**src/rtl/spi_tx_master_if.sv**
```systemverilog
// Word handshake from the host plus the SPI pins and status flags of spi_tx_master.
// The block itself connects through the slave modport.
interface spi_tx_master_if #(
    parameter int DATA_W = 16
) ();
    logic              tx_valid;
    logic              tx_ready;
    logic [DATA_W-1:0] tx_data;
    logic              sclk;
    logic              cs_n;
    logic              mosi;
    logic              busy;
    logic              done;

    modport master (
        output tx_valid,
        output tx_data,
        input  tx_ready,
        input  sclk,
        input  cs_n,
        input  mosi,
        input  busy,
        input  done
    );

    modport slave (
        input  tx_valid,
        input  tx_data,
        output tx_ready,
        output sclk,
        output cs_n,
        output mosi,
        output busy,
        output done
    );
endinterface

```
**src/rtl/spi_tx_master.sv**
```systemverilog
// SPI transmit master: serialises one accepted word per CS_N frame in any CPOL/CPHA mode,
// with programmable SCLK divider, bit order and CS setup/hold.
module spi_tx_master #(
    parameter int DATA_W    = 16,
    parameter int CLK_DIV   = 4,
    parameter bit CPOL      = 1'b0,
    parameter bit CPHA      = 1'b0,
    parameter bit MSB_FIRST = 1'b1,
    parameter int CS_SETUP  = 2,
    parameter int CS_HOLD   = 2
) (
    input  logic           clk,
    input  logic           rst,
    spi_tx_master_if.slave tx_if
);

    if (DATA_W < 2) begin : g_bad_data_w
        $error("spi_tx_master: DATA_W must be >= 2");
    end
    if (CLK_DIV < 1) begin : g_bad_clk_div
        $error("spi_tx_master: CLK_DIV must be >= 1");
    end
    if (CS_SETUP < 1) begin : g_bad_cs_setup
        $error("spi_tx_master: CS_SETUP must be >= 1");
    end
    if (CS_HOLD < 1) begin : g_bad_cs_hold
        $error("spi_tx_master: CS_HOLD must be >= 1");
    end

    // One counter serves the setup, divider and hold phases, so it is sized for the longest.
    localparam int CNT_MAX = (CLK_DIV > CS_SETUP)
                           ? ((CLK_DIV > CS_HOLD) ? CLK_DIV : CS_HOLD)
                           : ((CS_SETUP > CS_HOLD) ? CS_SETUP : CS_HOLD);
    localparam int CNT_W   = (CNT_MAX < 2) ? 1 : $clog2(CNT_MAX);
    localparam int EDGE_W  = $clog2(2 * DATA_W + 1);

    localparam logic [CNT_W-1:0]  DIV_LAST   = CNT_W'(CLK_DIV - 1);
    localparam logic [CNT_W-1:0]  SETUP_LAST = CNT_W'(CS_SETUP - 1);
    localparam logic [CNT_W-1:0]  HOLD_LAST  = CNT_W'(CS_HOLD - 1);
    localparam logic [EDGE_W-1:0] LAST_EDGE  = EDGE_W'(2 * DATA_W);

    typedef enum logic [1:0] {
        ST_IDLE  = 2'd0,
        ST_SETUP = 2'd1,
        ST_SHIFT = 2'd2,
        ST_HOLD  = 2'd3
    } state_t;

    function automatic logic first_bit(input logic [DATA_W-1:0] w);
        if (MSB_FIRST) begin
            return w[DATA_W-1];
        end else begin
            return w[0];
        end
    endfunction

    function automatic logic [DATA_W-1:0] shift_out(input logic [DATA_W-1:0] w);
        if (MSB_FIRST) begin
            return {w[DATA_W-2:0], 1'b0};
        end else begin
            return {1'b0, w[DATA_W-1:1]};
        end
    endfunction

    state_t              state_q, state_d;
    logic [CNT_W-1:0]    cnt_q, cnt_d;
    logic [EDGE_W-1:0]   edge_q, edge_d;
    logic [EDGE_W-1:0]   edge_next_s;
    logic [DATA_W-1:0]   shreg_q, shreg_d;
    logic                sclk_q, sclk_d;
    logic                cs_n_q, cs_n_d;
    logic                mosi_q, mosi_d;
    logic                busy_q, busy_d;
    logic                done_q, done_d;
    logic                tx_ready_s;

    assign tx_ready_s     = (state_q == ST_IDLE) & ~rst;
    assign tx_if.tx_ready = tx_ready_s;
    assign tx_if.sclk     = sclk_q;
    assign tx_if.cs_n     = cs_n_q;
    assign tx_if.mosi     = mosi_q;
    assign tx_if.busy     = busy_q;
    assign tx_if.done     = done_q;
    assign edge_next_s    = edge_q + EDGE_W'(1);

    // Next-state and next-output logic of the transfer sequencer.
    always_comb begin
        state_d = state_q;
        cnt_d   = cnt_q;
        edge_d  = edge_q;
        shreg_d = shreg_q;
        sclk_d  = sclk_q;
        cs_n_d  = cs_n_q;
        mosi_d  = mosi_q;
        busy_d  = busy_q;
        done_d  = 1'b0;

        case (state_q)
            ST_IDLE: begin
                sclk_d = CPOL;
                cs_n_d = 1'b1;
                mosi_d = 1'b0;
                busy_d = 1'b0;
                if (tx_if.tx_valid && tx_ready_s) begin
                    state_d = ST_SETUP;
                    cnt_d   = CNT_W'(0);
                    cs_n_d  = 1'b0;
                    busy_d  = 1'b1;
                    // CPHA=0 needs the first bit on the wire before the first leading edge.
                    if (CPHA) begin
                        shreg_d = tx_if.tx_data;
                        mosi_d  = 1'b0;
                    end else begin
                        shreg_d = shift_out(tx_if.tx_data);
                        mosi_d  = first_bit(tx_if.tx_data);
                    end
                end else begin
                    state_d = ST_IDLE;
                end
            end
            ST_SETUP: begin
                if (cnt_q == SETUP_LAST) begin
                    state_d = ST_SHIFT;
                    cnt_d   = CNT_W'(0);
                    edge_d  = EDGE_W'(0);
                end else begin
                    cnt_d = cnt_q + CNT_W'(1);
                end
            end
            ST_SHIFT: begin
                if (cnt_q == DIV_LAST) begin
                    cnt_d  = CNT_W'(0);
                    sclk_d = ~sclk_q;
                    edge_d = edge_next_s;
                    // Even edges shift for CPHA=0, odd edges for CPHA=1; the last edge never shifts.
                    if (edge_next_s == LAST_EDGE) begin
                        state_d = ST_HOLD;
                    end else if (edge_next_s[0] == CPHA) begin
                        mosi_d  = first_bit(shreg_q);
                        shreg_d = shift_out(shreg_q);
                    end else begin
                        mosi_d = mosi_q;
                    end
                end else begin
                    cnt_d = cnt_q + CNT_W'(1);
                end
            end
            ST_HOLD: begin
                if (cnt_q == HOLD_LAST) begin
                    state_d = ST_IDLE;
                    cs_n_d  = 1'b1;
                    mosi_d  = 1'b0;
                    busy_d  = 1'b0;
                    done_d  = 1'b1;
                end else begin
                    cnt_d = cnt_q + CNT_W'(1);
                end
            end
            default: begin
                state_d = ST_IDLE;
                sclk_d  = CPOL;
                cs_n_d  = 1'b1;
                mosi_d  = 1'b0;
                busy_d  = 1'b0;
            end
        endcase
    end

    // State and registered-output flops with synchronous reset.
    always_ff @(posedge clk) begin
        if (rst) begin
            state_q <= ST_IDLE;
            cnt_q   <= CNT_W'(0);
            edge_q  <= EDGE_W'(0);
            shreg_q <= {DATA_W{1'b0}};
            sclk_q  <= CPOL;
            cs_n_q  <= 1'b1;
            mosi_q  <= 1'b0;
            busy_q  <= 1'b0;
            done_q  <= 1'b0;
        end else begin
            state_q <= state_d;
            cnt_q   <= cnt_d;
            edge_q  <= edge_d;
            shreg_q <= shreg_d;
            sclk_q  <= sclk_d;
            cs_n_q  <= cs_n_d;
            mosi_q  <= mosi_d;
            busy_q  <= busy_d;
            done_q  <= done_d;
        end
    end

endmodule
```
**src/flat_wrapper.sv**
```systemverilog
// flat-port wrapper written by rule: the top's interface ports become plain ports
module spi_tx_master_flat 
#(
    parameter int DATA_W    = 16,
    parameter int CLK_DIV   = 4,
    parameter bit CPOL      = 1'b0,
    parameter bit CPHA      = 1'b0,
    parameter bit MSB_FIRST = 1'b1,
    parameter int CS_SETUP  = 2,
    parameter int CS_HOLD   = 2
)
  (clk, rst, tx_if_tx_valid, tx_if_tx_data, tx_if_tx_ready, tx_if_sclk, tx_if_cs_n, tx_if_mosi, tx_if_busy, tx_if_done);
  spi_tx_master_if #(.DATA_W(DATA_W)) tx_if_i ();
  input  logic clk;
  input  logic rst;
  input wire logic [$bits(tx_if_i.tx_valid)-1:0] tx_if_tx_valid;
  input wire logic [$bits(tx_if_i.tx_data)-1:0] tx_if_tx_data;
  output wire logic [$bits(tx_if_i.tx_ready)-1:0] tx_if_tx_ready;
  output wire logic [$bits(tx_if_i.sclk)-1:0] tx_if_sclk;
  output wire logic [$bits(tx_if_i.cs_n)-1:0] tx_if_cs_n;
  output wire logic [$bits(tx_if_i.mosi)-1:0] tx_if_mosi;
  output wire logic [$bits(tx_if_i.busy)-1:0] tx_if_busy;
  output wire logic [$bits(tx_if_i.done)-1:0] tx_if_done;
  assign tx_if_i.tx_valid = tx_if_tx_valid;
  assign tx_if_i.tx_data = tx_if_tx_data;
  assign tx_if_tx_ready = tx_if_i.tx_ready;
  assign tx_if_sclk = tx_if_i.sclk;
  assign tx_if_cs_n = tx_if_i.cs_n;
  assign tx_if_mosi = tx_if_i.mosi;
  assign tx_if_busy = tx_if_i.busy;
  assign tx_if_done = tx_if_i.done;
  spi_tx_master #(.DATA_W(DATA_W), .CLK_DIV(CLK_DIV), .CPOL(CPOL), .CPHA(CPHA), .MSB_FIRST(MSB_FIRST), .CS_SETUP(CS_SETUP), .CS_HOLD(CS_HOLD)) u_core (.clk(clk), .rst(rst), .tx_if(tx_if_i));
endmodule
```
**config.mk**
```make
export PLATFORM = sky130hd
export DESIGN_NAME = spi_tx_master_flat
export DESIGN_NICKNAME = d
export VERILOG_FILES = /design/src/rtl/spi_tx_master_if.sv /design/src/rtl/spi_tx_master.sv /design/src/flat_wrapper.sv
export SDC_FILE = /design/constraint.sdc
export NUM_CORES = 1
export LEC_CHECK = 0
export CORE_MARGIN = 10
export CORE_UTILIZATION = 40
export CTS_CLUSTER_SIZE = 20
export DETAILED_ROUTE_END_ITERATION = 8
export PLACE_DENSITY = 0.7
export SLEW_MARGIN = 20
export SYNTH_ARGS = -nofsm -noshare
export SYNTH_HDL_FRONTEND = slang
export SYNTH_SLANG_ARGS = --single-unit
export TNS_END_PERCENT = 20
```
**constraint.sdc**
```tcl
create_clock -name clk -period 5 [get_ports clk]
set_input_delay 1 -clock clk [delete_from_list [all_inputs] [get_ports clk]]
set_output_delay 1 -clock clk [all_outputs]
set_load 0.01 [all_outputs]
```
==> qor.csv <==
metric,value,unit
"delay-heaviest family, CP",buffers and inverters,
Crit path largest cell delay,780,ps
Layout Nets,267,
antenna violations before repair,0,
Clock Power Share,0.255,
CTS buffer count,5,
Synth area leaders,"dfxtp_1 (33%), ha_1 (7.5%), a2111oi_2 (7.4%)",
Ys Warns,0,
Sum Neg Setup Slack,0,ps
XOR/XNOR share of the synthesized area,0,
total global routing track utilization,0.1146,
Cells after Synth,217,
combinational share of power,0.339,
M3 GR Usage,0.03435,
Worst VDD drop,187.0,µV
CP cell instances,"clkdlybuf4s50_1, nor2b_1, clkdlybuf4s50_1",
"Slew Viols, Final",0,
wire per inst,14.56,µm
crit-path most repeated cell,clkdlybuf4s50_1,
WP data arrival,2660,ps
clk root buf,clkbuf_8,
DIE AREA,7694,µm²
mux cell area share after synthesis,0.01091,
DPL Wire Length,2.983,mm
Least-Margin Pin Slew,737.5,ps
CTS sink cnt,30,
critical path depth in cells,3,
largest net degree at the start of global routing,21,
compound-cell area share of the yosys netlist,0.2729,
share of cells above drive strength 1,0.09244,
Rows,24,
first-pass GRT wire length,7.314,mm
RSZ-0062 raised after global routing,false,
Seq pwr share,0.406,
Area Growth Syn to Fin,17.60,%
PD cells,377.7,nW/µm²
"antenna viol nets, final",0,
antenna fix cells,0,
Final Hold Fails,0,
"CTS clk-pin slew, worst paths",60,ps
CTS Buffer Depth,2,
Yosys top cell area share,0.3274,
Slew headroom,0.5068,
Core Region,4384,µm²
cell taking the most area after synthesis,dfxtp_1,
starting density of the core,0.4184,
Critical Path Source Type,input pin,
Final min period,3659,ps
vias in the first global route,1626,
NetSw,290.7,µW
Post-Synth Adder-Cell Area,0.07503,
num ports,25,
grt total ovfl,0,
fmax,273.3,MHz
Placer Congestion,0.7932,
# H-tree levels,2,
largest family of logic cells by synthesized area,compound AO/OA/AOI/OAI gates,
die width,87.72,µm
post-CTS sizing,0,
syn_nets,247,
syn_area_per_cell,8.453,µm²
Place WS,1331,ps
Crit. End Element,output port,
Hold Crit Class,reg2reg,
setup ws final,1341,ps
fillers,437,
Yosys cell types,42,
Final period util,0.7319,
DR vias,1640,
die span in y,87.72,µm
max cap viols,0,
mapped cell area,1834,µm²
Worst Path Max Fanout,20,
Worst Path Buf+Inv,2,
hold-critical path depth,1,
worst reg2reg path depth,7,
Setup Skew,6.907,ps
drt via density,5.655,
routing usage on met1,0.1369,
IO buf count,24,
sequential fraction of the synthesis area,0.3274,
register bit total from synthesis,30,
Routed WL,4.222,mm
# setup viols final,0,
worst setup path class,in2out,
CTS tree,done,
Post-CTS Hold Fix Bufs,0,
detailed-router iteration count before antenna repair,4,
"FFs w/ async S/R, synth",0,
number of DRC markers in iteration 0,82,
status,"finished, final reports clean",
GRT busiest layer,met2,
Crit path required time,4000,ps
Post-CTS Setup Bufs,0,
# DRC,0,
Post-synth EDFFs,0,
internal power,524.0,µW
met2 Use GR,0.1852,
Leak Pwr,0.7402,nW
simple-gate area share of the yosys netlist,0.2285,
highest-delay cell along the critical path,clkdlybuf4s50_1,
worst skew pair latency,290,ps
ys flop type,dfxtp_1,
sw frac,0.3568,
## cell families (layout without fill, tap and decap cells)
logic type / after synthesis / count (layout)
fa+ha+maj: 11 / 11
buf+inv: 31 / 52
simple gates: 82 / 82
flops: 30 / 30
compound gates: 61 / 61
mux: 2 / 2
## cells in the mapped netlist (2+ instances only)
cell,instances
clkbuf_1,3
nand2_1,9
a2111oi_2,9
nor2_1,30
or3_1,6
nand4_1,2
buf_6,2
buf_2,4
nand2b_1,3
nand3b_1,4
ha_1,11
o32ai_1,14
and3_1,2
nor3_1,3
o21ai_0,10
a2111oi_0,3
dfxtp_1,30
inv_1,19
a211oi_1,2
a21bo_2,2
and2_1,2
nand3_1,10
mux2i_1,2
nor2b_1,4
a21oi_1,14
## cell type report
| class | instances | area (µm²) | share of cell area |
|---|---|---|---|
| Clock buffer | 6 | 82.58 | 0.03828 |
| Inverter | 19 | 71.32 | 0.03306 |
| Timing Repair Buffer | 25 | 247.7 | 0.1148 |
| Multi-Input combinational cell | 156 | 1077 | 0.4994 |
| Tap cell | 52 | 65.06 | 0.03016 |
| Clock inverter | 2 | 12.51 | 0.005800 |
| Sequential cell | 30 | 600.6 | 0.2784 |
## worst register-to-register path: cells and delay by family, from the launching register on
family	cells	cell delay [ps]
buffers and inverters	1	120
AOI/OAI and AO/OA	1	390
adders and majority gates	1	350
DFF	1	430
and+or+nand+nor	4	1060
## placed cells by master (no fill, tap or decap), drive strengths merged, types with 2 or more instances in the layout
master	count
a21bo	2
a21oi	14
a211oi	2
nand4	2
and2	3
and3	2
ha	11
nand3	11
o21ai	10
nand2b	3
nand2	9
nor2b	4
nor2	30
clkbuf	6
nor3	3
o32ai	14
dfxtp	30
clkdlybuf4s50	24
inv	19
a2111oi	13
nand3b	4
mux2i	2
or3	6
## per-layer routing
layer  vias up  wire (µm)
met3         6        172
met5         -          0
met4         0         67
met2        27       1959
met1       767       2023
li1        840          -
## per-stage QoR
stage,area (µm²),instances,utilization,total power [mW],hold WS (ps)
finish,2157,290,0.4920,0.8147,468.9
global route,2157,290,0.4920,0.8763,509.0
CTS,2157,290,0.4920,0.8220,476.1
detailed placement,2062,282,0.4703,0.6103,463.6
global placement,2062,282,0.4703,0.6036,466.0
floorplan,1834,217,-,0.5367,448.1
## power groups by stage
stage | sequential, mW | combinational [mW] | clock (mW)
after CTS | 0.329 | 0.277 | 0.215
final | 0.330 | 0.276 | 0.208
after global placement | 0.333 | 0.271 | 0
after floorplan | 0.329 | 0.208 | 0
after detailed placement | 0.334 | 0.276 | 0
after global routing | 0.337 | 0.313 | 0.226
## sequential cells by signal, indices dropped and copies added, names as in the netlist
signal,flops
u_core.cnt_q,2
u_core.edge_q,6
u_core.shreg_q,15
u_core.state_q,2
u_core.tx_if.busy,1
u_core.tx_if.cs_n,1
u_core.tx_if.done,1
u_core.tx_if.mosi,1
u_core.tx_if.sclk,1
## final timing paths
kind | startpoint | slack [ps] | endpoint
hold / removal | u_core.tx_if.sclk | 470 | u_core.tx_if.sclk
setup / recovery | rst | 1340 | tx_if_tx_ready
hold reg to reg | u_core.tx_if.sclk | 470 | u_core.tx_if.sclk
setup reg to reg | u_core.state_q[0] | 2520 | u_core.shreg_q[3]
Note: power is estimated with default switching activity, not from simulation.
